[config.mk]
export PLATFORM = sky130hd
export DESIGN_NAME = wb_port_arbiter
export DESIGN_NICKNAME = d
export VERILOG_FILES = /design/src/rtl/wb_arb_pkg.sv /design/src/rtl/wb_rr_pick.sv /design/src/rtl/wb_port_arbiter.sv
export SDC_FILE = /design/constraint.sdc
export NUM_CORES = 1
export LEC_CHECK = 0
export ABC_AREA = 0
export BUFFER_PORTS_ARGS = -buffer_cell sky130_fd_sc_hd__buf_2
export CAP_MARGIN = 20
export CORE_ASPECT_RATIO = 1.25
export CORE_MARGIN = 2
export CORE_UTILIZATION = 35
export CTS_BUF_LIST = sky130_fd_sc_hd__clkbuf_16
export DETAILED_ROUTE_END_ITERATION = 10
export PLACE_DENSITY = 0.65
export SLEW_MARGIN = 10
export SYNTH_ARGS = -nofsm -noshare
export SYNTH_HDL_FRONTEND = slang
export SYNTH_HIERARCHICAL = 1
export SYNTH_SLANG_ARGS = --single-unit
[constraint.sdc]
create_clock -name clk -period 9.3 [get_ports clk]
set_input_delay 1.86 -clock clk [delete_from_list [all_inputs] [get_ports clk]]
set_output_delay 1.86 -clock clk [all_outputs]
set_load 0.1 [all_outputs]
[src/rtl/wb_arb_pkg.sv]
// Shared types and helpers for the writeback port arbiter.
package wb_arb_pkg;

    localparam int REG_ADDR_W = 5;
    localparam int NUM_REGS   = 32;
    localparam int SRC_IDX_W  = 3;
    localparam int WB_DATA_W  = 32;

    typedef struct packed {
        logic                  valid;
        logic [REG_ADDR_W-1:0] rd;
        logic [WB_DATA_W-1:0]  data;
    } wb_req_t;

    // Successor of a requester index, wrapping back to 0 after n-1.
    function automatic logic [SRC_IDX_W-1:0] rr_next(input logic [SRC_IDX_W-1:0] ptr,
                                                     input int n);
        if (int'(ptr) >= n - 1) begin
            rr_next = '0;
        end else begin
            rr_next = ptr + SRC_IDX_W'(1);
        end
    endfunction

endpackage

[src/rtl/wb_rr_pick.sv]
// One-hot round-robin picker with a starvation override.
// Forced sources win first (lowest index); otherwise the scan starts at ptr and wraps.
module wb_rr_pick
    import wb_arb_pkg::*;
#(
    parameter int N = 4
) (
    input  logic [N-1:0]         elig,
    input  logic [SRC_IDX_W-1:0] ptr,
    input  logic [N-1:0]         force_mask,
    output logic [N-1:0]         pick
);

    logic [N-1:0] forced;
    logic         found;

    assign forced = elig & force_mask;

    // Select the first eligible source in scan order, forced sources scanned first.
    always_comb begin
        pick  = '0;
        found = 1'b0;
        if (|forced) begin
            for (int i = 0; i < N; i++) begin
                if (!found && forced[i]) begin
                    pick[i] = 1'b1;
                    found   = 1'b1;
                end
            end
        end else begin
            for (int k = 0; k < N; k++) begin
                for (int i = 0; i < N; i++) begin
                    if (!found && elig[i] &&
                        ((int'(ptr) + k == i) || (int'(ptr) + k == i + N))) begin
                        pick[i] = 1'b1;
                        found   = 1'b1;
                    end
                end
            end
        end
    end

endmodule

[src/rtl/wb_port_arbiter.sv]
// Writeback arbiter sharing the register file's two write ports among NUM_SRC requesters.
// Round-robin with starvation override; never issues the same rd on both ports in one cycle.
// Requests with rd == 0 are acknowledged without using a port.
// Optional build macro WB_ARB_PERF_EN adds perf_grants / perf_conflicts counters.
module wb_port_arbiter
    import wb_arb_pkg::*;
#(
    parameter int NUM_SRC    = 4,
    parameter int DATA_W     = 32,
    parameter int STARVE_MAX = 7
) (
    input  logic                          clk,
    input  logic                          rst,
    input  logic [NUM_SRC-1:0]            src_valid,
    input  logic [NUM_SRC*REG_ADDR_W-1:0] src_rd,
    input  logic [NUM_SRC*DATA_W-1:0]     src_data,
    output logic [NUM_SRC-1:0]            src_ready,
    input  logic                          wb_hold,
    output logic                          reg_write,
    output logic [REG_ADDR_W-1:0]         regd,
    output logic [DATA_W-1:0]             write_data,
    output logic                          reg_write2,
    output logic [REG_ADDR_W-1:0]         regd2,
    output logic [DATA_W-1:0]             write_data2
`ifdef WB_ARB_PERF_EN
    ,
    output logic [31:0]                   perf_grants,
    output logic [31:0]                   perf_conflicts
`endif
);

    localparam int RD_W  = $clog2(NUM_REGS);
    localparam int CNT_W = (STARVE_MAX < 1) ? 1 : $clog2(STARVE_MAX + 1);

    logic [RD_W-1:0]      rd_of      [NUM_SRC];
    logic [DATA_W-1:0]    data_of    [NUM_SRC];
    logic [CNT_W-1:0]     starve_cnt [NUM_SRC];
    logic [NUM_SRC-1:0]   elig;
    logic [NUM_SRC-1:0]   elig2;
    logic [NUM_SRC-1:0]   zero_req;
    logic [NUM_SRC-1:0]   force_mask;
    logic [NUM_SRC-1:0]   pick1;
    logic [NUM_SRC-1:0]   pick2;
    logic [RD_W-1:0]      rd1;
    logic [RD_W-1:0]      rd2;
    logic [DATA_W-1:0]    data1;
    logic [DATA_W-1:0]    data2;
    logic [SRC_IDX_W-1:0] rr_ptr;
    logic [SRC_IDX_W-1:0] last_idx;
    logic                 grant1;
    logic                 grant2;

    for (genvar g = 0; g < NUM_SRC; g++) begin : g_src
        assign rd_of[g]      = src_rd[g*REG_ADDR_W +: REG_ADDR_W];
        assign data_of[g]    = src_data[g*DATA_W +: DATA_W];
        assign elig[g]       = src_valid[g] && (rd_of[g] != '0);
        assign zero_req[g]   = src_valid[g] && (rd_of[g] == '0);
        assign force_mask[g] = (starve_cnt[g] == CNT_W'(STARVE_MAX));
        assign elig2[g]      = elig[g] && !pick1[g] && (rd_of[g] != rd1);
    end

    wb_rr_pick #(.N(NUM_SRC)) u_pick1 (
        .elig       (elig),
        .ptr        (rr_ptr),
        .force_mask (force_mask),
        .pick       (pick1)
    );

    wb_rr_pick #(.N(NUM_SRC)) u_pick2 (
        .elig       (elig2),
        .ptr        (rr_ptr),
        .force_mask (force_mask),
        .pick       (pick2)
    );

    assign grant1 = !wb_hold && (|pick1);
    assign grant2 = !wb_hold && (|pick2);

    // Route the port-1 winner's rd and data (pick1 is one-hot or empty).
    always_comb begin
        rd1   = '0;
        data1 = '0;
        for (int i = 0; i < NUM_SRC; i++) begin
            if (pick1[i]) begin
                rd1   = rd_of[i];
                data1 = data_of[i];
            end
        end
    end

    // Route the port-2 winner's rd and data.
    always_comb begin
        rd2   = '0;
        data2 = '0;
        for (int i = 0; i < NUM_SRC; i++) begin
            if (pick2[i]) begin
                rd2   = rd_of[i];
                data2 = data_of[i];
            end
        end
    end

    // Index of the last source granted a port in scan order: port 2 if used, else port 1.
    always_comb begin
        last_idx = '0;
        for (int i = 0; i < NUM_SRC; i++) begin
            if ((|pick2) ? pick2[i] : pick1[i]) begin
                last_idx = SRC_IDX_W'(i);
            end
        end
    end

    // Handshake: rd==0 requests are acknowledged free of charge; nothing is granted under hold or reset.
    always_comb begin
        if (rst || wb_hold) begin
            src_ready = '0;
        end else begin
            src_ready = pick1 | pick2 | zero_req;
        end
    end

    // Registered write ports; enables pulse for one cycle, rd/data hold when idle.
    always_ff @(posedge clk or posedge rst) begin
        if (rst) begin
            reg_write   <= 1'b0;
            regd        <= '0;
            write_data  <= '0;
            reg_write2  <= 1'b0;
            regd2       <= '0;
            write_data2 <= '0;
        end else begin
            reg_write  <= grant1;
            reg_write2 <= grant2;
            if (grant1) begin
                regd       <= REG_ADDR_W'(rd1);
                write_data <= data1;
            end
            if (grant2) begin
                regd2       <= REG_ADDR_W'(rd2);
                write_data2 <= data2;
            end
        end
    end

    // Advance the round-robin pointer past the last port-granted source.
    always_ff @(posedge clk or posedge rst) begin
        if (rst) begin
            rr_ptr <= '0;
        end else if (grant1 || grant2) begin
            rr_ptr <= rr_next(last_idx, NUM_SRC);
        end
    end

    // Count waiting cycles per source, saturating so the source becomes forced.
    always_ff @(posedge clk or posedge rst) begin
        if (rst) begin
            for (int i = 0; i < NUM_SRC; i++) begin
                starve_cnt[i] <= '0;
            end
        end else if (!wb_hold) begin
            for (int i = 0; i < NUM_SRC; i++) begin
                if (!src_valid[i] || src_ready[i]) begin
                    starve_cnt[i] <= '0;
                end else if (starve_cnt[i] != CNT_W'(STARVE_MAX)) begin
                    starve_cnt[i] <= starve_cnt[i] + CNT_W'(1);
                end
            end
        end
    end

`ifdef WB_ARB_PERF_EN
    logic [1:0] writes_now;
    logic       denied_now;

    assign writes_now = {1'b0, grant1} + {1'b0, grant2};
    assign denied_now = |(elig & ~pick1 & ~pick2);

    // Performance counters: port writes issued and cycles with a denied eligible source.
    always_ff @(posedge clk or posedge rst) begin
        if (rst) begin
            perf_grants    <= '0;
            perf_conflicts <= '0;
        end else if (!wb_hold) begin
            perf_grants <= perf_grants + 32'(writes_now);
            if (denied_now) begin
                perf_conflicts <= perf_conflicts + 32'd1;
            end
        end
    end
`endif

endmodule

==> impl_results.md, run 1 <==
* First-pass detailed-route iteration total at 5
* Yosys warns at 6
* CORE AREA at 18800 um2
* Number of hold buffers added after CTS at 0
* Clk buf depth at 2
* FP Rows at 56
* Synth Area in XOR/XNOR at under 10%
* Num CTS Buffers at 9
* Die X at about 130 um
* Max_slew headroom at a little over two fifths
* Period utilization at 97.4%
* Routability Congestion at 0.912
* Most common cell after layout, fill and taps aside: buf_2
* RSZ-0062 raised after global routing: false
* Worst setup EP type: output pin
* Worst-Margin Slew at between 0.8 and 0.9 ns
* Cell variety after synth at 56
* Status: completed
* Most frequent cells in the layout: 230 x buf_2, 152 x a21oi_1, 90 x nor2_1, 90 x dfrtp_1, 88 x nand2_1
* Combinational family with the most area after synthesis: compound AO/OA/AOI/OAI gates
* Pin count of the biggest net entering global routing at just under 80
* Syn Inst Count at between 800 and 900
* Nets at 1232
* Hold Fails Final Rpt at 0
* Synth Area in Adders at 1.67%
* Final slew viol count at 0
* Post-DP HPWL at ~17000 um
* Fmax at about 0.11 GHz
* Max Cap Viol at 0
* Die area at slightly above 20000 um2
* Mux cell area share after synthesis at 1.51%
* Final routed DRC violation total at 0
* Avg Inst Size Synth at ~7.7 um2
* Post-synth EDFFs at 0
* Initial Util at about 36%
* Hold WC Path Type: reg -> reg
* Synth Register Bits at 90
* Crit path DAT at 7.20 ns
* Sequential area share after synthesis at 33.5%
* Detailed Route Iter0 Violations at between 700 and 800
* Syn-to-layout area delta at 27.6%
* Worst Setup Path Type: in -> out
* CTS tree: built
* I/O Buffers at around 230
* Total Negative Setup Slacks at 0 ns
* # H-tree levels at 3
* Height of the die at approximately 160 um
* Routed WL per cell at around 19 um
* Share of layout cells above drive strength 1 at roughly 28%
* Via Count at 7650
* Worst setup SP type: input pin
* Antenna Nets Post-Route at 0
* Sink Count at 90
* Global-route wire length before repair at a little under 40000 um
* Crit path required time at around 7.4 ns
* Clock Skews at ~0.013 ns
* R2R setup slack at roughly 3 ns
* GR Overflow Total at 0
* Vias in the first global route at about 7300
* Clk_lat worst skew at 0.35 ns
* Cell area after synthesis at between 6000 and 7000 um2
* Synth Area in Simple Gates at 24.2%
* Main synth FF type: dfrtp_1
* Initial antenna violation count at 1
* Number of vias per cell at around 6
* Drt total wl at 24300 um
* Final setup viols at 0
* Root Buffer: clkbuf_16
* Crit path max fanout at 7
* Antenna cell count at 0
* Total global-route track usage at 23.8%
* Asr flop ratio synth at 100%
* Period minus WS final at around 9.1 ns
* Compound-Gate Fraction of Synth Area at between 30 and 40%
* Reg clk slew, reported paths at around 0.070 ns
* Top Ports at about 240
==> Yosys cell counts, types with 3 or more instances <==
| cell type | n | area, um2 |
|---|---|---|
| a21oi_1 | 155 | 776 |
| nor2_1 | 92 | 345 |
| dfrtp_1 | 90 | 2250 |
| nand2_1 | 88 | 330 |
| nor3_1 | 53 | 265 |
| clkbuf_1 | 42 | 158 |
| nand3b_1 | 38 | 285 |
| a221oi_1 | 37 | 324 |
| o211ai_1 | 35 | 263 |
| o21a_1 | 35 | 263 |
| buf_1 | 17 | 63.8 |
| buf_2 | 15 | 75.1 |
| o21ai_0 | 15 | 75.1 |
| and3_1 | 12 | 75.1 |
| nand2b_1 | 10 | 62.6 |
| o31ai_1 | 10 | 75.1 |
| ha_1 | 9 | 113 |
| inv_1 | 9 | 33.8 |
| nor2b_1 | 9 | 56.3 |
| a22o_1 | 8 | 70.1 |
| nand3_1 | 7 | 35.0 |
| xor2_1 | 7 | 61.3 |
| a211oi_1 | 6 | 45.0 |
| nor4b_1 | 6 | 52.6 |
| mux2_2 | 5 | 56.3 |
| a21boi_0 | 4 | 30.0 |
| a22oi_1 | 4 | 30.0 |
| a31o_1 | 4 | 35.0 |
| a311oi_2 | 3 | 45.0 |
| buf_6 | 3 | 33.8 |
| mux2i_1 | 3 | 30.0 |
| or4_1 | 3 | 22.5 |
==> per-stage QoR <==
stage	hold WS [ns]	std cells	area, um2	setup slack (ns)	utilization [%]
after CTS	0.487	1304	8560	0.327	45.4
final	0.480	1305	8590	0.241	45.6
after global placement	0.461	1288	8240	0.402	43.7
after floorplan	0.460	876	6790	0.0200	-
after detailed placement	0.470	1288	8240	0.343	43.7
after global routing	0.501	1305	8590	0.0663	45.6
==> path summary, 6_finish.rpt <==
| check | end | cells after the start | startpoint |
|---|---|---|---|
| min in group asynchronous | regd[1] | 2 | rst |
| worst min-delay path | regd[0] | 2 | regd[0] |
| worst max register to register | write_data2[26] | 20 | rr_ptr[0] |
| worst max-delay path | src_ready[2] | 19 | src_rd[10] |
| max in group asynchronous | write_data2[23] | 4 | rst |
| worst min register to register | regd[0] | 2 | regd[0] |
==> layout make-up <==
class,instances,area (um2)
flip-flops and latches,90,2250
clock buffers,9,225
well taps,232,290
fillers,1925,10300
multi-input cells,700,4270
inverters,9,36.3
clock inverters,7,95.1
repair buffers,258,1420
==> what timing repair did <==
action | 4_1_cts | 5_1_grt
gates resized for setup | 0 | 2
endpoints found under the setup margin | 0 | 2
buffers inserted | 0 | 0
==> state kept, by name, summed over array words and instances (netlist names) <==
register	count
reg_write2	1
reg_write	1
rr_ptr	2
write_data2	32
write_data	32
regd	5
regd2	5
starve_cnt	12
==> worst max-delay path: stages <==
cell and delay, ns:
buf_2 0.13, or4_1 0.58, o21ai_0 0.34, inv_1 0.17, a2111oi_0 0.71, o2111ai_1 0.25, a21boi_4 0.31, nand3b_1 0.19
and3_1 0.21, o41ai_1 0.39, and3_1 0.24, a311oi_2 0.16, nor2b_1 0.19, a311oi_2 0.30, or4b_1 0.53, a21oi_4 0.16
a211oi_1 0.10, nor3_4 0.17, buf_12 0.20
==> layer usage <==
layer / part of all wire, % / vias up / track usage, %
met2: 50 / 356 / 40.4
met4: 2.8 / 2 / 9.09
met5: 0.045 / - / 0
met1: 41 / 3628 / 29.9
met3: 6.8 / 56 / 4.44
li1: - / 3608 / -
==> kinds of logic after synthesis <==
family          after synthesis
compound gates              337
simple gates                330
flops                        90
buf+inv                      86
fa+ha+maj                     9
xor+xnor                      9
mux                           9
other cells                   1
Power of run 1 is left out: the tool's default activity adds up to more than one toggle a clock period on the data nets, which glitch-free logic cannot reach.
==> inputs of run 2 (changes only) <==
Clock period 9.3 ns to 11.05 ns, I/O delays scaled along.
==> impl_results.md, run 2 (same netlist as run 1, synthesis figures left out) <==
* Pin count of the biggest net entering global routing at 79
* Post_cts resized at 0
* Biggest registers after layout: write_data2: 32 flops, write_data: 32 flops, starve_cnt: 12 flops
* FP Rows at 56
* Root Buffer: clkbuf_16
* Height of the die at between 150 and 200 um
* Most common cell after layout, fill and taps aside: buf_2
* Post-DP HPWL at about 17000 um
* Util after Layout at 44.7%
* Num CTS Buffers at 9
* Total global-route track usage at about 24%
* Crit path required time at between 8 and 9 ns
* Final slew viol count at 0
* Hold WC Path Type: reg -> reg
* Post-CTS Setup Inserts at 0
* Clk buf depth at 2
* Share of layout cells above drive strength 1 at ~27%
* RSZ-0062 raised after global routing: false
* Vias in the first global route at 7066
* Sink Count at 90
* Final setup viols at 0
* Routed WL per cell at around 19 um
* Period minus WS final at 10.61 ns
* Most frequent cells in the layout: 234 x buf_2, 152 x a21oi_1, 90 x nor2_1, 90 x dfrtp_1, 88 x nand2_1
* Global-route wire length before repair at just under 40000 um
* Final non-filler cell total at around 1300
* Clock Skews at ~0.0075 ns
* Worst-Margin Slew at ~0.97 ns
* Detailed Route Iter0 Violations at slightly above 600
* Hold Fails Final Rpt at 0
* Initial antenna violation count at 6
* Die area at between 20000 and 25000 um2
* Crit path max fanout at 12
* Period utilization at between 90 and 100%
* Worst setup SP type: input pin
* Crit path DAT at 8.40 ns
* Fmax at 0.0943 GHz
* Worst Setup Path Type: in -> out
* Drt total wl at 24900 um
* Antenna Nets Post-Route at 0
* Placed insts at 1279
* CTS tree: built
* Clk_lat worst skew at ~0.34 ns
* Total Negative Setup Slacks at 0 ns
* Worst setup EP type: output pin
* I/O Buffers at 234
* Number of hold buffers added after CTS at 0
* CORE AREA at about 19000 um2
* Die X at roughly 130 um
* Reg clk slew, reported paths at around 0.07 ns
* Max_slew headroom at between 30% and 40%
* GR Overflow Total at 0
* Nets at 1224
* Number of vias per cell at between 5 and 6
* Max Cap Viol at 0
* # H-tree levels at 3
* First-pass detailed-route iteration total at 5
* Via Count at roughly 7600
* Routability Congestion at 0.951
* Syn-to-layout area delta at 25.1%
* Initial Util at a little over a third
* Status: completed
* Final routed DRC violation total at 0
* Top Ports at about 240
## run 2: cell types whose count changed in the layout (fill, tap and decap cells not counted), moves of 4 or more
cell | previous run | this run
diode_2 | 0 | 6
buf_12 | 5 | 0
buf_4 | 23 | 14
buf_2 | 230 | 234
## run 2: metal layers
layer / share of wire, % / wire (um) / track usage, %
met5: 0 / 0 / 0
met4: 3.7 / 933 / 11.1
met3: 6.3 / 1580 / 4.17
met2: 49 / 12200 / 39.4
met1: 41 / 10200 / 30.6
## run 2: cell type report
cell class,instances,area [um2]
fill,1904,10400
multi-input combinational,700,4240
sequential,90,2250
timing repair buffer,250,1330
tap,232,290
clock buffer,9,225
clock inverter,6,36.3
inverter,9,36.3
antenna,6,15.0
## run 2: path summary, 6_finish.rpt
check,start,end,slack [ns],cells after the start
worst max-delay path,src_rd[10],src_ready[0],0.44,21
worst min-delay path,regd[1],regd[1],0.48,2
worst max register to register,rr_ptr[0],write_data2[7],4.24,20
worst min register to register,regd[1],regd[1],0.48,2
max in group asynchronous,rst,write_data2[20],8.21,4
min in group asynchronous,rst,regd[1],1.85,2
## run 2: metrics by stage
step	cell area, um2	setup WS, ns	hold slack (ns)
after global routing	8420	0.0436	0.497
final	8420	0.440	0.475
after floorplan	6760	0.0888	0.460
after detailed placement	8090	0.665	0.470
after CTS	8350	0.628	0.485
after global placement	8090	0.731	0.463
## run 2: worst max-delay path: stages
cell and delay, ns:
buf_2 0.13, or4_1 0.59, o21ai_0 0.31, inv_1 0.15, nor2b_1 0.16, a311oi_2 0.28
or4b_1 0.52, a21oi_4 0.39, buf_4 0.24, nor2b_1 0.27, o21a_1 0.24, nor3_1 0.07
nor4b_1 0.27, a31oi_1 0.31, nor2b_1 0.25, a2111oi_0 0.63, o2111ai_1 0.16, a21boi_1 0.44
a211oi_1 0.12, nor3_1 0.17, buf_2 0.46
Power of run 2 is left out for the same reason.
